`src/rtl/pulse_train_gen_if.sv`:
```
// Trigger, configuration and status bundle for the pulse-train generator.
// The bench drives through master; the generator sits on slave.
interface pulse_train_gen_if #(
  parameter int DUR_W = 21,
  parameter int NUM_W = 17
);
  logic             PL_start;
  logic             PL_launch;
  logic             src_sel;
  logic [DUR_W-1:0] duration;
  logic [DUR_W-1:0] gap;
  logic [NUM_W-1:0] pl_num;
  logic             PL_out;
  logic             launch_DL;
  logic             busy;
  logic [NUM_W-1:0] pulse_idx;

  modport master (
    output PL_start, PL_launch, src_sel, duration, gap, pl_num,
    input  PL_out, launch_DL, busy, pulse_idx
  );

  modport slave (
    input  PL_start, PL_launch, src_sel, duration, gap, pl_num,
    output PL_out, launch_DL, busy, pulse_idx
  );
endinterface

```
`src/rtl/pulse_train_gen.sv`:
```
// Burst generator: N pulses of D cycles high separated by G cycles low,
// started by a rising trigger edge, flagging completion on launch_DL.
module pulse_train_gen #(
  parameter int DUR_W = 21,
  parameter int NUM_W = 17
) (
  input  logic            clk_Pulse,
  input  logic            rst_Pulse_n,
  pulse_train_gen_if.slave pt
);

  typedef enum logic [1:0] {
    IDLE = 2'd0,
    HIGH = 2'd1,
    LOW  = 2'd2,
    DONE = 2'd3
  } state_t;

  localparam logic [DUR_W-1:0] DUR_ZERO = {DUR_W{1'b0}};
  localparam logic [DUR_W-1:0] DUR_ONE  = {{(DUR_W-1){1'b0}}, 1'b1};
  localparam logic [NUM_W-1:0] NUM_ZERO = {NUM_W{1'b0}};
  localparam logic [NUM_W-1:0] NUM_ONE  = {{(NUM_W-1){1'b0}}, 1'b1};

  state_t           state_r;
  logic             trig_q_r;
  logic             armed_r;
  logic             src_r;
  logic [DUR_W-1:0] dur_r;
  logic [DUR_W-1:0] gap_r;
  logic [NUM_W-1:0] num_r;
  logic [DUR_W-1:0] cnt_r;
  logic             pl_out_r;
  logic             launch_r;
  logic             busy_r;
  logic [NUM_W-1:0] idx_r;

  logic             trig_s;
  logic             trig_lat_s;
  logic             start_s;
  logic [DUR_W-1:0] d_eff_s;
  logic             dur_end_s;
  logic             gap_end_s;
  logic             last_s;

  // Trigger selection, edge detect and terminal-count compares.
  // armed_r keeps a trigger held high through reset release from looking like an edge.
  always_comb begin
    trig_s     = pt.src_sel ? pt.PL_launch : pt.PL_start;
    trig_lat_s = src_r ? pt.PL_launch : pt.PL_start;
    start_s    = trig_s & ~trig_q_r & armed_r;
    if (pt.duration == DUR_ZERO) begin
      d_eff_s = DUR_ONE;
    end else begin
      d_eff_s = pt.duration;
    end
    dur_end_s  = (cnt_r == (dur_r - DUR_ONE));
    gap_end_s  = (cnt_r == (gap_r - DUR_ONE));
    last_s     = ((idx_r + NUM_ONE) == num_r);
  end

  // Burst state machine with registered outputs.
  always_ff @(posedge clk_Pulse or negedge rst_Pulse_n) begin
    if (!rst_Pulse_n) begin
      state_r  <= IDLE;
      trig_q_r <= 1'b0;
      armed_r  <= 1'b0;
      src_r    <= 1'b0;
      dur_r    <= DUR_ZERO;
      gap_r    <= DUR_ZERO;
      num_r    <= NUM_ZERO;
      cnt_r    <= DUR_ZERO;
      pl_out_r <= 1'b0;
      launch_r <= 1'b0;
      busy_r   <= 1'b0;
      idx_r    <= NUM_ZERO;
    end else begin
      trig_q_r <= trig_s;
      armed_r  <= 1'b1;
      case (state_r)
        IDLE: begin
          if (start_s) begin
            src_r <= pt.src_sel;
            dur_r <= d_eff_s;
            gap_r <= pt.gap;
            num_r <= pt.pl_num;
            cnt_r <= DUR_ZERO;
            idx_r <= NUM_ZERO;
            if (pt.pl_num == NUM_ZERO) begin
              state_r  <= DONE;
              launch_r <= 1'b1;
              pl_out_r <= 1'b0;
              busy_r   <= 1'b0;
            end else begin
              state_r  <= HIGH;
              pl_out_r <= 1'b1;
              busy_r   <= 1'b1;
              launch_r <= 1'b0;
            end
          end else begin
            pl_out_r <= 1'b0;
            launch_r <= 1'b0;
            busy_r   <= 1'b0;
          end
        end
        HIGH: begin
          if (!trig_lat_s) begin
            state_r  <= IDLE;
            pl_out_r <= 1'b0;
            busy_r   <= 1'b0;
            launch_r <= 1'b0;
            idx_r    <= NUM_ZERO;
            cnt_r    <= DUR_ZERO;
          end else if (dur_end_s) begin
            cnt_r <= DUR_ZERO;
            idx_r <= idx_r + NUM_ONE;
            if (last_s) begin
              state_r  <= DONE;
              pl_out_r <= 1'b0;
              launch_r <= 1'b1;
              busy_r   <= 1'b0;
            end else if (gap_r != DUR_ZERO) begin
              state_r  <= LOW;
              pl_out_r <= 1'b0;
            end else begin
              // Zero gap: stay high so consecutive pulses merge without a glitch.
              state_r  <= HIGH;
              pl_out_r <= 1'b1;
            end
          end else begin
            cnt_r <= cnt_r + DUR_ONE;
          end
        end
        LOW: begin
          if (!trig_lat_s) begin
            state_r  <= IDLE;
            pl_out_r <= 1'b0;
            busy_r   <= 1'b0;
            launch_r <= 1'b0;
            idx_r    <= NUM_ZERO;
            cnt_r    <= DUR_ZERO;
          end else if (gap_end_s) begin
            state_r  <= HIGH;
            pl_out_r <= 1'b1;
            cnt_r    <= DUR_ZERO;
          end else begin
            cnt_r <= cnt_r + DUR_ONE;
          end
        end
        DONE: begin
          if (!trig_lat_s) begin
            state_r  <= IDLE;
            launch_r <= 1'b0;
            idx_r    <= NUM_ZERO;
          end else begin
            launch_r <= 1'b1;
          end
          pl_out_r <= 1'b0;
          busy_r   <= 1'b0;
        end
        default: begin
          state_r  <= IDLE;
          pl_out_r <= 1'b0;
          launch_r <= 1'b0;
          busy_r   <= 1'b0;
          idx_r    <= NUM_ZERO;
          cnt_r    <= DUR_ZERO;
        end
      endcase
    end
  end

  assign pt.PL_out    = pl_out_r;
  assign pt.launch_DL = launch_r;
  assign pt.busy      = busy_r;
  assign pt.pulse_idx = idx_r;

endmodule

```
`src/flat_wrapper.sv`:
```
// flat-port wrapper written by rule: the top's interface ports become plain ports
module pulse_train_gen_flat 
#(
  parameter int DUR_W = 21,
  parameter int NUM_W = 17
)
  (clk_Pulse, rst_Pulse_n, pt_PL_start, pt_PL_launch, pt_src_sel, pt_duration, pt_gap, pt_pl_num, pt_PL_out, pt_launch_DL, pt_busy, pt_pulse_idx);
  pulse_train_gen_if #(.DUR_W(DUR_W), .NUM_W(NUM_W)) pt_i ();
  input  logic clk_Pulse;
  input  logic rst_Pulse_n;
  input wire logic [$bits(pt_i.PL_start)-1:0] pt_PL_start;
  input wire logic [$bits(pt_i.PL_launch)-1:0] pt_PL_launch;
  input wire logic [$bits(pt_i.src_sel)-1:0] pt_src_sel;
  input wire logic [$bits(pt_i.duration)-1:0] pt_duration;
  input wire logic [$bits(pt_i.gap)-1:0] pt_gap;
  input wire logic [$bits(pt_i.pl_num)-1:0] pt_pl_num;
  output wire logic [$bits(pt_i.PL_out)-1:0] pt_PL_out;
  output wire logic [$bits(pt_i.launch_DL)-1:0] pt_launch_DL;
  output wire logic [$bits(pt_i.busy)-1:0] pt_busy;
  output wire logic [$bits(pt_i.pulse_idx)-1:0] pt_pulse_idx;
  assign pt_i.PL_start = pt_PL_start;
  assign pt_i.PL_launch = pt_PL_launch;
  assign pt_i.src_sel = pt_src_sel;
  assign pt_i.duration = pt_duration;
  assign pt_i.gap = pt_gap;
  assign pt_i.pl_num = pt_pl_num;
  assign pt_PL_out = pt_i.PL_out;
  assign pt_launch_DL = pt_i.launch_DL;
  assign pt_busy = pt_i.busy;
  assign pt_pulse_idx = pt_i.pulse_idx;
  pulse_train_gen #(.DUR_W(DUR_W), .NUM_W(NUM_W)) u_core (.clk_Pulse(clk_Pulse), .rst_Pulse_n(rst_Pulse_n), .pt(pt_i));
endmodule
```
`config.mk`:
```
export PLATFORM = sky130hd
export DESIGN_NAME = pulse_train_gen_flat
export DESIGN_NICKNAME = d
export VERILOG_FILES = /design/src/rtl/pulse_train_gen_if.sv /design/src/rtl/pulse_train_gen.sv /design/src/flat_wrapper.sv
export SDC_FILE = /design/constraint.sdc
export NUM_CORES = 1
export LEC_CHECK = 0
export CELL_PAD_IN_SITES_DETAIL_PLACEMENT = 0
export CELL_PAD_IN_SITES_GLOBAL_PLACEMENT = 1
export CORE_MARGIN = 4
export CORE_UTILIZATION = 30
export DETAILED_ROUTE_END_ITERATION = 8
export PLACE_DENSITY = 0.65
export SLEW_MARGIN = 20
export SYNTH_ARGS = -nofsm -noshare
export SYNTH_HDL_FRONTEND = slang
export SYNTH_SLANG_ARGS = --single-unit
export TNS_END_PERCENT = 100
```
`constraint.sdc`:
```
create_clock -name clk_Pulse -period 3.9 [get_ports clk_Pulse]
set_input_delay 0.78 -clock clk_Pulse [delete_from_list [all_inputs] [get_ports clk_Pulse]]
set_output_delay 0.78 -clock clk_Pulse [all_outputs]
set_load 0.05 [all_outputs]
```
# Yosys cells after proc, flatten, opt, wreduce, memory -nomap -nowiden
# Cells that the tools add are included.
[word_totals]
reg_bits = 105
inputBits = 64
out_inout_bits = 20
wordCells = 89
[classes]
addsub = 4
n_eq_ne = 13
muxes = 45
bitwise = 3
n_reduce_logical = 12
[ops]
columns = ["cell", "count"]
rows = [
  ["$mux 21", 6],
  ["$mux 17", 4],
  ["$pmux 21 s3", 1],
  ["$pmux 17 s3", 1],
  ["$eq 21x21->1", 2],
  ["$sub 21x1->21 const B", 2],
  ["$add 21x1->21 const B", 1],
  ["$logic_not 21->1", 1],
  ["$reduce_bool 21->1", 1],
  ["$mux 1", 20],
  ["$mux 2", 9],
  ["$add 17x1->17 const B", 1],
  ["$eq 17x17->1", 1],
  ["$logic_not 17->1", 1],
  ["$pmux 1 s4", 3],
  ["$ne 3x3->1 const B", 3],
  ["$pmux 2 s4", 1],
  ["$ne 2x2->1 const B", 3],
  ["$reduce_and 2->1", 3],
  ["$reduce_and 3->1", 2],
  ["$eq 2x2->1 const B", 2],
  ["$reduce_and 4->1", 1],
  ["$reduce_bool 3->1", 1],
  ["$and 1x1->1", 2],
  ["other kinds (5)", 5],
]

# Depth between registers and ports, before layout
# Gate-level depths: netlist of the first run.
[depth]
ltp_word = 6
ltp_mapped = 14
mapped_depth_nobuf = 11

# Worst setup path before layout of the first run
# Ideal clock, no wire load.
[synth_path]
kind = "register -> register"
start = "reg u_core.gap_r[0]"
end = "reg u_core.state_r[1]"
setup_ps = 127
arrival_ps = 3113
required_ps = 3773
setup_slack_ps = 660
path_stages_with_launch = 13
n_path_buf = 2
period_less_slack_ps = 3240
cell_sequence = "dfrtp_1 -> clkbuf_1 -> inv_1 -> ha_1 -> clkbuf_1 -> or3b_2 -> o41ai_1 -> nand3_1 -> a2111oi_0 -> o2111a_1 -> or2_2 -> and4_1 -> mux2_1"
[synth_between]
elab_chain_len = 6
word_cells_on_any_way = 10
classes_between = "add/sub (1); eq/ne (2); mux (5); reduce/logical (2)"
[synth_lines]
columns = ["item", "line_no", "source"]
rows = [
  ["start: declaration", "pulse_train_gen.sv:29", "logic [DUR_W-1:0] gap_r;"],
  ["start signal: assignment", "pulse_train_gen.sv:84", "gap_r <= pt.gap;"],
  ["parallel branches: the longest is 6 deep, another holds $sub 21x1->21", "-", ""],
  ["end signal: assignment", "pulse_train_gen.sv:107", "state_r <= IDLE;"],
  ["end signal: assignment", "pulse_train_gen.sv:117", "state_r <= DONE;"],
  ["end signal: assignment", "pulse_train_gen.sv:122", "state_r <= LOW;"],
  ["end: declaration", "pulse_train_gen.sv:24", "state_t state_r;"],
]
# Parallel ways; which one is timed is not known. The select of a mux whose other input is x is not followed.
# A chain may end at the register's enable or synchronous reset.

# Final worst setup path of the first run
[layout_path]
start = "reg u_core.dur_r[0]"
end = "reg u_core.idx_r[5], in the netlist u_core.pt.pulse_idx[5]"
[layout_between]
elab_chain_len = 4
[layout_lines]
columns = ["item", "line_no", "source"]
rows = [
  ["start: declaration", "pulse_train_gen.sv:28", "logic [DUR_W-1:0] dur_r;"],
  ["start signal: assignment", "pulse_train_gen.sv:83", "dur_r <= d_eff_s;"],
  ["$sub 21x1->21", "pulse_train_gen.sv:56", "dur_end_s = (cnt_r == (dur_r - DUR_ONE));"],
  ["$eq 21x21->1", "pulse_train_gen.sv:56", ""],
  ["$ne 3x3->1 (no line)", "-", ""],
  ["$reduce_and 3->1 (no line)", "-", ""],
  ["end signal: assignment", "pulse_train_gen.sv:115", "idx_r <= idx_r + NUM_ONE;"],
  ["end: declaration", "pulse_train_gen.sv:35", "logic [NUM_W-1:0] idx_r;"],
]
# Every way passes these cells.

==> results of run 1 <==
## cell families after synthesis
| logic type | synth area share [%] |
|---|---|
| AO/OA/AOI/OAI | 15.2 |
| XOR/XNOR | 10.0 |
| adder cells (fa/ha/maj) | 1.63 |
| buffers and inverters | 3.91 |
| flip-flops | 38.0 |
| multiplexers | 11.0 |
| other | 0.0542 |
| AND/OR/NAND/NOR | 20.3 |
## report_power, final
part	switching [mW]	internal, mW
Combinational	0.996	1.01
Clock	0.432	0.617
Sequential	0.510	1.43
## cell type report
class,count,area (sq um),share of cell area (%)
flip-flops and latches,105,2630,31.3
clock inverters,4,73.8,0.879
multi-input cells,569,4030,48.0
inverters,18,67.6,0.804
well taps,285,357,4.24
repair buffers,98,978,11.6
clock buffers,12,267,3.17
## per-stage QoR
step | instances | hold slack, ns | utilization, % | total power [mW] | setup slack [ns]
3_5_place_dp | 1075 | 0.509 | 35.6 | 3.95 | 0.336
3_3_place_gp | 1075 | 0.490 | 35.6 | 3.95 | 0.390
4_1_cts | 1091 | 0.533 | 37.1 | 5.03 | 0.320
5_1_grt | 1091 | 0.542 | 37.1 | 5.36 | 0.0198
6_report | 1091 | 0.511 | 37.1 | 5.00 | 0.347
2_1_floorplan | 740 | 0.484 | - | 3.36 | 0.660
## registers in the layout, summed over array words and instances (netlist names)
| name | flops |
|---|---|
| u_core.pt.launch_DL | 1 |
| u_core.trig_q_r | 1 |
| u_core.cnt_r | 21 |
| u_core.dur_r | 21 |
| u_core.pt.pulse_idx | 17 |
| u_core.armed_r | 1 |
| u_core.num_r | 17 |
| u_core.gap_r | 21 |
| u_core.pt.PL_out | 1 |
| u_core.src_r | 1 |
| u_core.pt.busy | 1 |
| u_core.state_r | 2 |
## synthesized netlist by cell type, drive strengths merged, types with 2 or more instances
master / n
nor2: 35
and3: 18
clkbuf: 35
a31oi: 17
a41oi: 4
o2bb2ai: 2
nor4: 20
nand4b: 2
or3b: 3
nor2b: 2
o21bai: 3
or2: 4
o32ai: 3
xnor2: 46
nor3b: 2
nand3b: 9
a21oi: 41
buf: 13
or3: 4
nand2: 48
inv: 18
nor3: 22
and2: 4
o2111ai: 2
mux2i: 2
a211oi: 3
a22o: 5
mux2: 66
nand2b: 7
ha: 9
a2111oi: 3
or4: 6
dfrtp: 105
xor2: 33
nand4: 19
o31ai: 9
a21o: 2
nand3: 34
and4: 6
o211ai: 6
o21ai: 44
and4b: 3
o41ai: 5
## routing by layer
layer	global-route usage (%)	up-vias
li1	-	2860
met1	20.9	2772
met2	22.3	66
met3	1.83	17
met4	4.11	0
met5	0	-
## how the worst max path moves through the flow
stage               cells past startpoint                         from                                 end
floorplan                              12  u_core.gap_r[0]$_DFFE_PN0P_       u_core.state_r[1]$_DFFE_PN0P_
global placement                       10                   pt_src_sel        u_core.cnt_r[17]$_DFFE_PN0P_
detailed placement                     12  u_core.gap_r[0]$_DFFE_PN0P_        u_core.cnt_r[17]$_DFFE_PN0P_
CTS                                    12  u_core.gap_r[0]$_DFFE_PN0P_        u_core.cnt_r[17]$_DFFE_PN0P_
global route                           12  u_core.gap_r[0]$_DFFE_PN0P_        u_core.cnt_r[17]$_DFFE_PN0P_
finish                                 11  u_core.dur_r[0]$_DFFE_PN0P_  u_core.pt.pulse_idx[5]$_DFFE_PN0P_
## worst max-delay path, stage by stage, from the launching register on
cell and delay, ns:
dfrtp_1 0.48, inv_1 0.10, ha_1 0.26, or3b_2 0.28
nor2_1 0.08, or4b_1 0.50, a21o_1 0.17, a211oi_1 0.33
and4b_1 0.37, buf_4 0.32, nand2_1 0.25, o41ai_1 0.30
==> out/qor.txt, run 1 <==
H-tree Lvls: 3
fmax: 281 MHz
max-cap violation count: 0
Antenna Nets Post-Route: 0
Tmin final: 3.55 ns
met2 WL: 8.16 mm
top layer used by detailed routing: met4
vias: 5,715
fin crit share: 91.1%
DRC: 0
ys flop type: dfrtp_1
Worst Path Arrival: 3.80 ns
Worst EP required: 4.14 ns
share of cells above drive strength 1: 13.9%
min-delay worst type: primary input to async pin
Buffers on Ports: 83
most frequent cells in the layout: dfrtp_1, clkdlybuf4s50_1, mux2_2, nand2_1, xnor2_1
Initial DRC Count: 286
Die W: 160 microns
hold_buf cts: 0
Async SR Flop Fraction: 100%
number of global-route vias before repair: 5,664
post-CTS setup buffers: 0
syn nets: 813
Worst Tran Pin Value: 0.810 ns
Area after DPL: 8050 sq um
final wirelength: 18.2 mm
Post-synth EDFFs: 0
critical path type: flop to flop
Peak VDD IR: 0.256 mV
DRT met1 WL: 9.37 mm
worst r2r src: u_core.dur_r[0]$_DFFE_PN0P_
Ports: 84
row cnt: 55
Worst-path clk slew: 0.08 ns
Post-Syn Instances: 740
setup_tns: 0 ns
share of the synthesized area in the top cell type: 38.0%
dominant cells by area after synthesis: dfrtp_1, mux2_2, xnor2_1
pin count of the biggest net entering global routing: 63
Yosys warnings: 0
met3 wire length: 420 microns
Slew Limit Fails: 0
maximum root-to-sink buffer count: 2
GR Util All Layers: 14.3%
synth unique cells: 69
Die Area: 25,600 sq um
Hold Violations, Final: 0
commonest non-fill, non-tap cell in the layout: dfrtp_1
chip height: 160 microns
CTS buffer count: 9
routed len/inst: 16.7 microns
CTS tree: yes
clock latency on the worst-skew pair: 0.35 ns
reg-to-reg endpoint: u_core.pt.pulse_idx[5]$_DFFE_PN0P_
Netlist Area Pre-Place: 6920 sq um
Yosys top cell by area: dfrtp_1
first-pass GRT wire length: 30.3 mm
area grow syn2layout: 21.4%
setup skew after layout: 0.00779 ns
fillcell total: 2,299
RePlAce Congestion: 0.819
Root Driver: clkbuf_16
Pwr Density: 595 nW/um^2
Initial Utilization: 30.6%
fin nets: 874
sequential fraction of the synthesis area: 38.0%
dpl hpwl: 13.6 mm
#FFs+latches synth: 105
Avg Inst Size Synth: 9.35 sq um
status: completed
core area: 22,600 sq um
R2R Setup Slk: 0.35 ns
Antenna diodes: 0
Setup crit start kind: flop
post_cts resized: 0
P_leak: 3.32 nW
CTS sink cnt: 105
vias per cell: 5.24
RSZ-0062 raised after global routing: false
crit path max fanout: 26
global route overflow: 0
final instance area: 8400 sq um
initial antenna violation count: 0
worst reg-to-reg path cell count: 11
critical path endpoint category: flop
# setup viols final: 0
1st-pass router iterations: 4
max_slew headroom: 46.0%
(Power assumes the default switching activity.)
==> run 2, diff against run 1 <==
--- a/config.mk
+++ b/config.mk
@@ -9,6 +9,7 @@
 export CELL_PAD_IN_SITES_GLOBAL_PLACEMENT = 1
 export CORE_MARGIN = 4
 export CORE_UTILIZATION = 30
+export CTS_CLUSTER_SIZE = 8
 export DETAILED_ROUTE_END_ITERATION = 8
 export PLACE_DENSITY = 0.65
 export SLEW_MARGIN = 20
==> results of run 2 <==
The final DEF is identical to that of run 1; final timing and power are the same.
